<file path="src/rtl/id_stage_if.sv">
// Bundle of IF/ID inputs, regfile read port, hazard output and ID/EX register outputs.
// The id_stage sits on the slave modport; the surrounding pipeline drives the master side.
interface id_stage_if #(
  parameter int unsigned XLEN     = 32,
  parameter int unsigned NUM_REGS = 32
);
  localparam int unsigned AW = $clog2(NUM_REGS);

  logic            if_valid;
  logic [31:0]     if_insn;
  logic [XLEN-1:0] if_pc;
  logic            stall_i;
  logic            flush_i;
  logic [AW-1:0]   rs1_addr;
  logic [AW-1:0]   rs2_addr;
  logic [XLEN-1:0] rs1_data;
  logic [XLEN-1:0] rs2_data;
  logic            id_stall_o;
  logic            ex_valid;
  logic [XLEN-1:0] ex_pc;
  logic [XLEN-1:0] ex_rs1_data;
  logic [XLEN-1:0] ex_rs2_data;
  logic [XLEN-1:0] ex_imm;
  logic [AW-1:0]   ex_rs1_addr;
  logic [AW-1:0]   ex_rs2_addr;
  logic [AW-1:0]   ex_rd;
  logic [6:0]      ex_opcode;
  logic [2:0]      ex_funct3;
  logic            ex_funct7b5;
  logic            ex_reg_write;
  logic            ex_mem_read;
  logic            ex_mem_write;
  logic            ex_illegal;

  modport master (
    output if_valid, if_insn, if_pc, stall_i, flush_i, rs1_data, rs2_data,
    input  rs1_addr, rs2_addr, id_stall_o, ex_valid, ex_pc, ex_rs1_data, ex_rs2_data,
           ex_imm, ex_rs1_addr, ex_rs2_addr, ex_rd, ex_opcode, ex_funct3, ex_funct7b5,
           ex_reg_write, ex_mem_read, ex_mem_write, ex_illegal
  );

  modport slave (
    input  if_valid, if_insn, if_pc, stall_i, flush_i, rs1_data, rs2_data,
    output rs1_addr, rs2_addr, id_stall_o, ex_valid, ex_pc, ex_rs1_data, ex_rs2_data,
           ex_imm, ex_rs1_addr, ex_rs2_addr, ex_rd, ex_opcode, ex_funct3, ex_funct7b5,
           ex_reg_write, ex_mem_read, ex_mem_write, ex_illegal
  );
endinterface

</file>
<file path="src/rtl/id_stage.sv">
// RV32I decode stage: field split, immediate/control decode, load-use detection, ID/EX register.
// Optional macro ID_ILLEGAL_CHECK_EN flags unknown opcodes through ex_illegal.
module id_stage #(
  parameter int unsigned XLEN     = 32,
  parameter int unsigned NUM_REGS = 32
) (
  input  logic         clk,
  input  logic         rst_n,
  id_stage_if.slave    bus
);
  localparam int unsigned AW = $clog2(NUM_REGS);

  localparam logic [6:0] OPC_LUI     = 7'b0110111;
  localparam logic [6:0] OPC_AUIPC   = 7'b0010111;
  localparam logic [6:0] OPC_JAL     = 7'b1101111;
  localparam logic [6:0] OPC_JALR    = 7'b1100111;
  localparam logic [6:0] OPC_BRANCH  = 7'b1100011;
  localparam logic [6:0] OPC_LOAD    = 7'b0000011;
  localparam logic [6:0] OPC_STORE   = 7'b0100011;
  localparam logic [6:0] OPC_OPIMM   = 7'b0010011;
  localparam logic [6:0] OPC_OP      = 7'b0110011;
  localparam logic [6:0] OPC_MISCMEM = 7'b0001111;
  localparam logic [6:0] OPC_SYSTEM  = 7'b1110011;

  logic [31:0]   insn;
  logic [6:0]    opcode;
  logic [AW-1:0] rs1, rs2, rd;

  assign insn   = bus.if_insn;
  assign opcode = insn[6:0];
  assign rs1    = insn[15 +: AW];
  assign rs2    = insn[20 +: AW];
  assign rd     = insn[7 +: AW];

  assign bus.rs1_addr = rs1;
  assign bus.rs2_addr = rs2;

  logic [31:0] imm32;
  logic        dec_rw, dec_mr, dec_mw, use_rs1, use_rs2, known;
  logic        ctl_rw, ctl_mr, ctl_mw, ctl_ill;

  always_comb begin
    imm32   = '0;
    dec_rw  = 1'b0;
    dec_mr  = 1'b0;
    dec_mw  = 1'b0;
    use_rs1 = 1'b1;
    use_rs2 = 1'b0;
    known   = 1'b1;
    case (opcode)
      OPC_LUI, OPC_AUIPC: begin
        imm32   = {insn[31:12], 12'b0};
        dec_rw  = 1'b1;
        use_rs1 = 1'b0;
      end
      OPC_JAL: begin
        imm32   = {{12{insn[31]}}, insn[19:12], insn[20], insn[30:21], 1'b0};
        dec_rw  = 1'b1;
        use_rs1 = 1'b0;
      end
      OPC_JALR, OPC_OPIMM: begin
        imm32  = {{20{insn[31]}}, insn[31:20]};
        dec_rw = 1'b1;
      end
      OPC_LOAD: begin
        imm32  = {{20{insn[31]}}, insn[31:20]};
        dec_rw = 1'b1;
        dec_mr = 1'b1;
      end
      OPC_STORE: begin
        imm32   = {{20{insn[31]}}, insn[31:25], insn[11:7]};
        dec_mw  = 1'b1;
        use_rs2 = 1'b1;
      end
      OPC_BRANCH: begin
        imm32   = {{20{insn[31]}}, insn[7], insn[30:25], insn[11:8], 1'b0};
        use_rs2 = 1'b1;
      end
      OPC_OP: begin
        dec_rw  = 1'b1;
        use_rs2 = 1'b1;
      end
      OPC_MISCMEM, OPC_SYSTEM: ;
      default: known = 1'b0;
    endcase
  end

  // Unknown opcodes never write or touch memory, whether or not they are flagged.
  assign ctl_rw = dec_rw & known & (rd != '0);
  assign ctl_mr = dec_mr & known;
  assign ctl_mw = dec_mw & known;
`ifdef ID_ILLEGAL_CHECK_EN
  assign ctl_ill = ~known;
`else
  assign ctl_ill = 1'b0;
`endif

  logic            ex_valid, ex_rw, ex_mr, ex_mw, ex_ill, ex_f7b5;
  logic [XLEN-1:0] ex_pc, ex_rs1_data, ex_rs2_data, ex_imm;
  logic [AW-1:0]   ex_rs1_addr, ex_rs2_addr, ex_rd;
  logic [6:0]      ex_opcode;
  logic [2:0]      ex_funct3;
  logic            load_use;

  assign load_use = bus.if_valid & ex_valid & ex_mr & (ex_rd != '0) &
                    ((use_rs1 & (rs1 == ex_rd)) | (use_rs2 & (rs2 == ex_rd)));

  assign bus.id_stall_o = rst_n & (load_use | bus.stall_i) & ~bus.flush_i;

  always_ff @(posedge clk or negedge rst_n) begin
    if (!rst_n) begin
      ex_valid    <= 1'b0;
      ex_rw       <= 1'b0;
      ex_mr       <= 1'b0;
      ex_mw       <= 1'b0;
      ex_ill      <= 1'b0;
      ex_pc       <= '0;
      ex_rs1_data <= '0;
      ex_rs2_data <= '0;
      ex_imm      <= '0;
      ex_rs1_addr <= '0;
      ex_rs2_addr <= '0;
      ex_rd       <= '0;
      ex_opcode   <= '0;
      ex_funct3   <= '0;
      ex_f7b5     <= 1'b0;
    end else begin
      if (bus.flush_i || (!bus.stall_i && load_use)) begin
        ex_valid <= 1'b0;
        ex_rw    <= 1'b0;
        ex_mr    <= 1'b0;
        ex_mw    <= 1'b0;
        ex_ill   <= 1'b0;
      end else if (!bus.stall_i) begin
        ex_valid <= bus.if_valid;
        ex_rw    <= bus.if_valid & ctl_rw;
        ex_mr    <= bus.if_valid & ctl_mr;
        ex_mw    <= bus.if_valid & ctl_mw;
        ex_ill   <= bus.if_valid & ctl_ill;
      end
      // Datapath fields are don't-care on a bubble, so only stall/flush gate them.
      if (!bus.stall_i && !bus.flush_i) begin
        ex_pc       <= bus.if_pc;
        ex_rs1_data <= bus.rs1_data;
        ex_rs2_data <= bus.rs2_data;
        ex_imm      <= {{(XLEN-31){imm32[31]}}, imm32[30:0]};
        ex_rs1_addr <= rs1;
        ex_rs2_addr <= rs2;
        ex_rd       <= rd;
        ex_opcode   <= opcode;
        ex_funct3   <= insn[14:12];
        ex_f7b5     <= insn[30];
      end
    end
  end

  assign bus.ex_valid     = ex_valid;
  assign bus.ex_pc        = ex_pc;
  assign bus.ex_rs1_data  = ex_rs1_data;
  assign bus.ex_rs2_data  = ex_rs2_data;
  assign bus.ex_imm       = ex_imm;
  assign bus.ex_rs1_addr  = ex_rs1_addr;
  assign bus.ex_rs2_addr  = ex_rs2_addr;
  assign bus.ex_rd        = ex_rd;
  assign bus.ex_opcode    = ex_opcode;
  assign bus.ex_funct3    = ex_funct3;
  assign bus.ex_funct7b5  = ex_f7b5;
  assign bus.ex_reg_write = ex_rw;
  assign bus.ex_mem_read  = ex_mr;
  assign bus.ex_mem_write = ex_mw;
  assign bus.ex_illegal   = ex_ill;
endmodule
</file>
<file path="src/flat_wrapper.sv">
// flat-port wrapper written by rule: the top's interface ports become plain ports
module id_stage_flat 
#(
  parameter int unsigned XLEN     = 32,
  parameter int unsigned NUM_REGS = 32
)
  (clk, rst_n, bus_if_valid, bus_if_insn, bus_if_pc, bus_stall_i, bus_flush_i, bus_rs1_data, bus_rs2_data, bus_rs1_addr, bus_rs2_addr, bus_id_stall_o, bus_ex_valid, bus_ex_pc, bus_ex_rs1_data, bus_ex_rs2_data, bus_ex_imm, bus_ex_rs1_addr, bus_ex_rs2_addr, bus_ex_rd, bus_ex_opcode, bus_ex_funct3, bus_ex_funct7b5, bus_ex_reg_write, bus_ex_mem_read, bus_ex_mem_write, bus_ex_illegal);
  id_stage_if #(.XLEN(XLEN), .NUM_REGS(NUM_REGS)) bus_i ();
  input  logic clk;
  input  logic rst_n;
  input wire logic [$bits(bus_i.if_valid)-1:0] bus_if_valid;
  input wire logic [$bits(bus_i.if_insn)-1:0] bus_if_insn;
  input wire logic [$bits(bus_i.if_pc)-1:0] bus_if_pc;
  input wire logic [$bits(bus_i.stall_i)-1:0] bus_stall_i;
  input wire logic [$bits(bus_i.flush_i)-1:0] bus_flush_i;
  input wire logic [$bits(bus_i.rs1_data)-1:0] bus_rs1_data;
  input wire logic [$bits(bus_i.rs2_data)-1:0] bus_rs2_data;
  output wire logic [$bits(bus_i.rs1_addr)-1:0] bus_rs1_addr;
  output wire logic [$bits(bus_i.rs2_addr)-1:0] bus_rs2_addr;
  output wire logic [$bits(bus_i.id_stall_o)-1:0] bus_id_stall_o;
  output wire logic [$bits(bus_i.ex_valid)-1:0] bus_ex_valid;
  output wire logic [$bits(bus_i.ex_pc)-1:0] bus_ex_pc;
  output wire logic [$bits(bus_i.ex_rs1_data)-1:0] bus_ex_rs1_data;
  output wire logic [$bits(bus_i.ex_rs2_data)-1:0] bus_ex_rs2_data;
  output wire logic [$bits(bus_i.ex_imm)-1:0] bus_ex_imm;
  output wire logic [$bits(bus_i.ex_rs1_addr)-1:0] bus_ex_rs1_addr;
  output wire logic [$bits(bus_i.ex_rs2_addr)-1:0] bus_ex_rs2_addr;
  output wire logic [$bits(bus_i.ex_rd)-1:0] bus_ex_rd;
  output wire logic [$bits(bus_i.ex_opcode)-1:0] bus_ex_opcode;
  output wire logic [$bits(bus_i.ex_funct3)-1:0] bus_ex_funct3;
  output wire logic [$bits(bus_i.ex_funct7b5)-1:0] bus_ex_funct7b5;
  output wire logic [$bits(bus_i.ex_reg_write)-1:0] bus_ex_reg_write;
  output wire logic [$bits(bus_i.ex_mem_read)-1:0] bus_ex_mem_read;
  output wire logic [$bits(bus_i.ex_mem_write)-1:0] bus_ex_mem_write;
  output wire logic [$bits(bus_i.ex_illegal)-1:0] bus_ex_illegal;
  assign bus_i.if_valid = bus_if_valid;
  assign bus_i.if_insn = bus_if_insn;
  assign bus_i.if_pc = bus_if_pc;
  assign bus_i.stall_i = bus_stall_i;
  assign bus_i.flush_i = bus_flush_i;
  assign bus_i.rs1_data = bus_rs1_data;
  assign bus_i.rs2_data = bus_rs2_data;
  assign bus_rs1_addr = bus_i.rs1_addr;
  assign bus_rs2_addr = bus_i.rs2_addr;
  assign bus_id_stall_o = bus_i.id_stall_o;
  assign bus_ex_valid = bus_i.ex_valid;
  assign bus_ex_pc = bus_i.ex_pc;
  assign bus_ex_rs1_data = bus_i.ex_rs1_data;
  assign bus_ex_rs2_data = bus_i.ex_rs2_data;
  assign bus_ex_imm = bus_i.ex_imm;
  assign bus_ex_rs1_addr = bus_i.ex_rs1_addr;
  assign bus_ex_rs2_addr = bus_i.ex_rs2_addr;
  assign bus_ex_rd = bus_i.ex_rd;
  assign bus_ex_opcode = bus_i.ex_opcode;
  assign bus_ex_funct3 = bus_i.ex_funct3;
  assign bus_ex_funct7b5 = bus_i.ex_funct7b5;
  assign bus_ex_reg_write = bus_i.ex_reg_write;
  assign bus_ex_mem_read = bus_i.ex_mem_read;
  assign bus_ex_mem_write = bus_i.ex_mem_write;
  assign bus_ex_illegal = bus_i.ex_illegal;
  id_stage #(.XLEN(XLEN), .NUM_REGS(NUM_REGS)) u_core (.clk(clk), .rst_n(rst_n), .bus(bus_i));
endmodule
</file>
<file path="config.mk">
export PLATFORM = sky130hd
export DESIGN_NAME = id_stage_flat
export DESIGN_NICKNAME = d
export VERILOG_FILES = /design/src/rtl/id_stage_if.sv /design/src/rtl/id_stage.sv /design/src/flat_wrapper.sv
export SDC_FILE = /design/constraint.sdc
export NUM_CORES = 1
export LEC_CHECK = 0
export BUFFER_PORTS_ARGS = -buffer_cell sky130_fd_sc_hd__buf_4
export CORE_AREA = 2 2 119 121
export CTS_BUF_LIST = sky130_fd_sc_hd__clkbuf_4
export DETAILED_ROUTE_END_ITERATION = 10
export DIE_AREA = 0 0 121 123
export GPL_TIMING_DRIVEN = 0
export PLACE_DENSITY = 0.82
export SLEW_MARGIN = 5
export SYNTH_ARGS = -nofsm -noshare
export SYNTH_HDL_FRONTEND = slang
export SYNTH_SLANG_ARGS = --single-unit
export TNS_END_PERCENT = 30
</file>
<file path="constraint.sdc">
create_clock -name clk -period 3.59 [get_ports clk]
set_clock_uncertainty 0.05 [all_clocks]
set_input_delay 0.1795 -clock clk [delete_from_list [all_inputs] [get_ports clk]]
set_output_delay 0.1795 -clock clk [all_outputs]
set_load 0.005 [all_outputs]
</file>
==> impl_metrics.csv <==
group,metric,value,unit
logic_synthesis,yosysWarnings,0,
power,p_leak,5.63,nW
timing,slew_viol_final,0,
clock_network,clock_latency,0.57,ns
run_status,status,"completed",
power,internal-power,2.82,mW
die,fp.dieW,121,um
clock_network,post_cts_resized,0,
clock_network,cts.sinks,158,
global_route,antenna_found_initial,0,
logic_synthesis,yosysUniqueCellTypes,43,
global_route,grtUsageTotal,0.330,
clock_network,clockRootBuffer,"clkbuf_4",
critical_path,worst-r2r-cell-count,5,
logic_synthesis,syn_area,0.00650,mm^2
critical_path,critPathLaunchType,"flop",
global_route,grt_overflow,0,
die,ios,303,
routing,drc,0,
placement,portBuffers,298,
logic_synthesis,synthSimpleGateAreaFrac,0.259,
clock_network,h-tree-depth,4,
timing,timing.final.ws_setup,0.937,ns
routing,wl_met1,8810,um
routing,drt_wl_total,24300,um
clock_network,post_cts_buffers,0,
routing,top_layer_used,"met4",
timing,finalSetupViolCount,0,
logic_synthesis,synth_compound_area_frac,0.0759,
die,start_util,0.477,
logic_synthesis,syn_avg_cell_area,8.89,um^2
timing,final-hold-violation-count,0,
die,core_area,0.0136,mm^2
logic_synthesis,postSynthCellCount,731,
placement,dp_hpwl,14700,um
logic_synthesis,synth_nets,864,
routing,vias,7053,
routing,firstDrtPassIters,5,
timing,tns,0,ns
critical_path,required,3.36,ns
layout,final_util,0.779,
timing,relSlewSlack,0.281,
logic_synthesis,synth_edf_count,0,
logic_synthesis,synthAdderAreaFrac,0,
clock_network,tritoncts,"yes",
routing,wl_met3,2210,um
die,die_area,0.0149,mm^2
routing,drt-vias-per-instance,5.12,
logic_synthesis,synth_xor_area_frac,0.0135,
logic_synthesis,yosys-mux-area-fraction,0.00231,
placement,gp_congestion,0.893,
power,switchingPower,1.24,mW
layout,syn_to_final_growth,63.2,%
clock_network,clk_path_buf_depth,2,
routing,wl_per_cell,17.6,um
critical_path,criticalPathCategory,"flop to primary output",
placement,dp_slack,1.31,ns
timing,rsz0062_at_grt,"false",
timing,clock.fmax,377,MHz
critical_path,timing.rr.start,"u_core.bus.ex_rd[0]",
die,fp.dieH,123,um
layout,drive_gt1_frac,0.298,
logic_synthesis,synth_top_family_by_area,"simple AND/OR/NAND/NOR gates",
logic_synthesis,synthArstFlopShare,1.00,
power,switching_share,0.306,
power,ir_worst_vdd,238,uV
power,power,4.06,mW
global_route,grt_pass1_wl,37400,um
routing,drtIter0Drc,515,
power,power_frac_seq,0.511,
flow_run,cap_viol_max_count,0,
power,power_per_cell_area,383,mW/mm^2
power,pwr-share-comb,0.230,
critical_path,regToRegEndpoint,"u_core.bus.ex_mem_read",
worst_hold_path,hold_class,"input pin to asynchronous set/reset pin",
timing,post-route-period-util,0.739,
global_route,grt_pass1_vias,7258,
logic_synthesis,synth.yosys.seq_area_share,0.609,
global_route,grt_start_max_net_pins,90,
power,clkPwrFrac,0.259,
critical_path,cp_max_fo,5,
critical_path,worst-r2r-setup-slack,1.23,ns
routing,met2_length,12300,um
clock_network,clk_pin_slew,0.14,ns
critical_path,crit_path_end_kind,"primary output",
die,num_rows,43,
clock_network,cts_buffers,17,
timing,fin_crit,2.65,ns
timing,tightest_slew,1.07,ns
logic_synthesis,yosys_most_used_dff,"dfrtp_1",
routing,antenna_left,0,
logic_synthesis,synth-seq-cells,158,
critical_path,crit_arrival,2.42,ns
layout,final_nets,1316,
-- sequential cells by signal, summed over array words and instances (netlist names) --
signal	flops
u_core.bus.ex_mem_write	1
u_core.bus.ex_rs1_data	32
u_core.bus.ex_reg_write	1
u_core.bus.ex_valid	1
u_core.bus.ex_funct3	3
u_core.bus.ex_funct7b5	1
u_core.bus.ex_rs1_addr	5
u_core.bus.ex_mem_read	1
u_core.bus.ex_pc	32
u_core.bus.ex_opcode	7
u_core.bus.ex_rs2_data	32
u_core.bus.ex_rd	5
u_core.bus.ex_rs2_addr	5
u_core.bus.ex_imm	32
-- layout make-up --
type / count / area (um^2)
flip-flops and latches: 158 / 3950
repair buffers: 433 / 3610
fillers: 836 / 3010
multi-input cells: 519 / 2280
plain buffers: 51 / 250
well taps: 180 / 225
clock inverters: 15 / 138
clock buffers: 17 / 128
inverters: 3 / 11.3
diodes: 1 / 2.50
-- critical path, cell delays in order, from the launching register on --
cell       delay, ns
dfrtp_1         0.48
or4_1           0.56
o2111ai_2       0.23
nor4_1          0.11
a21oi_2         0.23
a21oi_1         0.10
buf_4           0.14
-- repair_timing --
action | in CTS | in global routing
endpoints found under the setup margin | 0 | 0
hold buffers | 134 | 0
hold endpoints to repair | 295 | 0
-- how the worst max path moves through the flow --
| stage | start | endpoint | slack [ns] | cells past startpoint |
|---|---|---|---|---|
| floorplan | u_core.bus.ex_rd[0] | bus_id_stall_o | 1.83 | 5 |
| global placement | rst_n | bus_id_stall_o | 1.23 | 4 |
| detailed placement | bus_flush_i | u_core.bus.ex_rs1_data[10] | 1.31 | 6 |
| CTS | u_core.bus.ex_rd[0] | bus_id_stall_o | 0.96 | 6 |
| global route | u_core.bus.ex_rd[0] | bus_id_stall_o | 0.84 | 6 |
| finish | u_core.bus.ex_rd[0] | bus_id_stall_o | 0.94 | 6 |
-- through the flow --
step | hold WS (ns) | instance area (um^2) | cells
2_1_floorplan | -0.166 | 6500 | 731
3_3_place_gp | 0.319 | 8960 | 1209
3_5_place_dp | 0.125 | 8990 | 1210
4_1_cts | 0.0792 | 10600 | 1376
5_1_grt | 0.0883 | 10600 | 1376
6_report | 0.0707 | 10600 | 1377
-- power by group through the flow --
stage                     Combinational (mW)  Sequential, mW  Clock (mW)
after detailed placement               0.784            2.09           0
after floorplan                        0.237            2.10           0
after global routing                    1.01            2.09        1.14
final                                  0.933            2.07        1.05
after CTS                              0.901            2.06        1.05
after global placement                 0.759            2.09           0
-- metal layers --
metal,vias up,global-route usage
li1,3229,-
met2,399,0.569
met5,-,0
met4,0,0.166
met1,3335,0.373
met3,90,0.0996
-- layout by cell type, fill, tap and decap left out, types with 3 or more instances in the layout --
master,Yosys,layout
a22oi_1,4,4
dlygate4sd3_1,0,134
nand2_1,399,399
clkinvlp_4,0,4
and3b_1,3,3
clkinv_4,0,3
a21oi_1,23,23
o21ai_0,27,27
clkbuf_4,0,17
inv_1,3,3
xor2_1,5,5
buf_2,8,8
nor2_1,9,9
inv_6,0,3
buf_4,13,310
clkbuf_1,30,30
xnor2_1,5,5
dfrtp_1,158,158
a22o_1,7,7
-- kinds of logic after synthesis --
logic type / count (synthesis)
and+or+nand+nor: 429
DFF: 158
AOI/OAI and AO/OA: 78
xor gates and xnor gates: 10
buffers and inverters: 54
other: 1
muxes: 1
-- cell usage after synthesis, types with 2 or more instances --
cell,instances,share of area
a22o_1,7,0.0094
or4_1,2,0.0023
nor2b_1,2,0.0019
inv_1,3,0.0017
xnor2_1,5,0.0067
nand2b_1,2,0.0019
a21oi_1,23,0.018
dfrtp_1,158,0.61
a32o_1,2,0.0031
nor3_1,2,0.0015
a22oi_1,4,0.0046
buf_2,8,0.0062
nand2_1,399,0.23
nor4_1,2,0.0019
clkbuf_1,30,0.017
xor2_1,5,0.0067
o21a_1,2,0.0023
nor2_1,9,0.0052
and3b_1,3,0.0040
o21ai_0,27,0.021
o21ai_1,2,0.0015
buf_4,13,0.015
(Power assumes the default switching activity.)
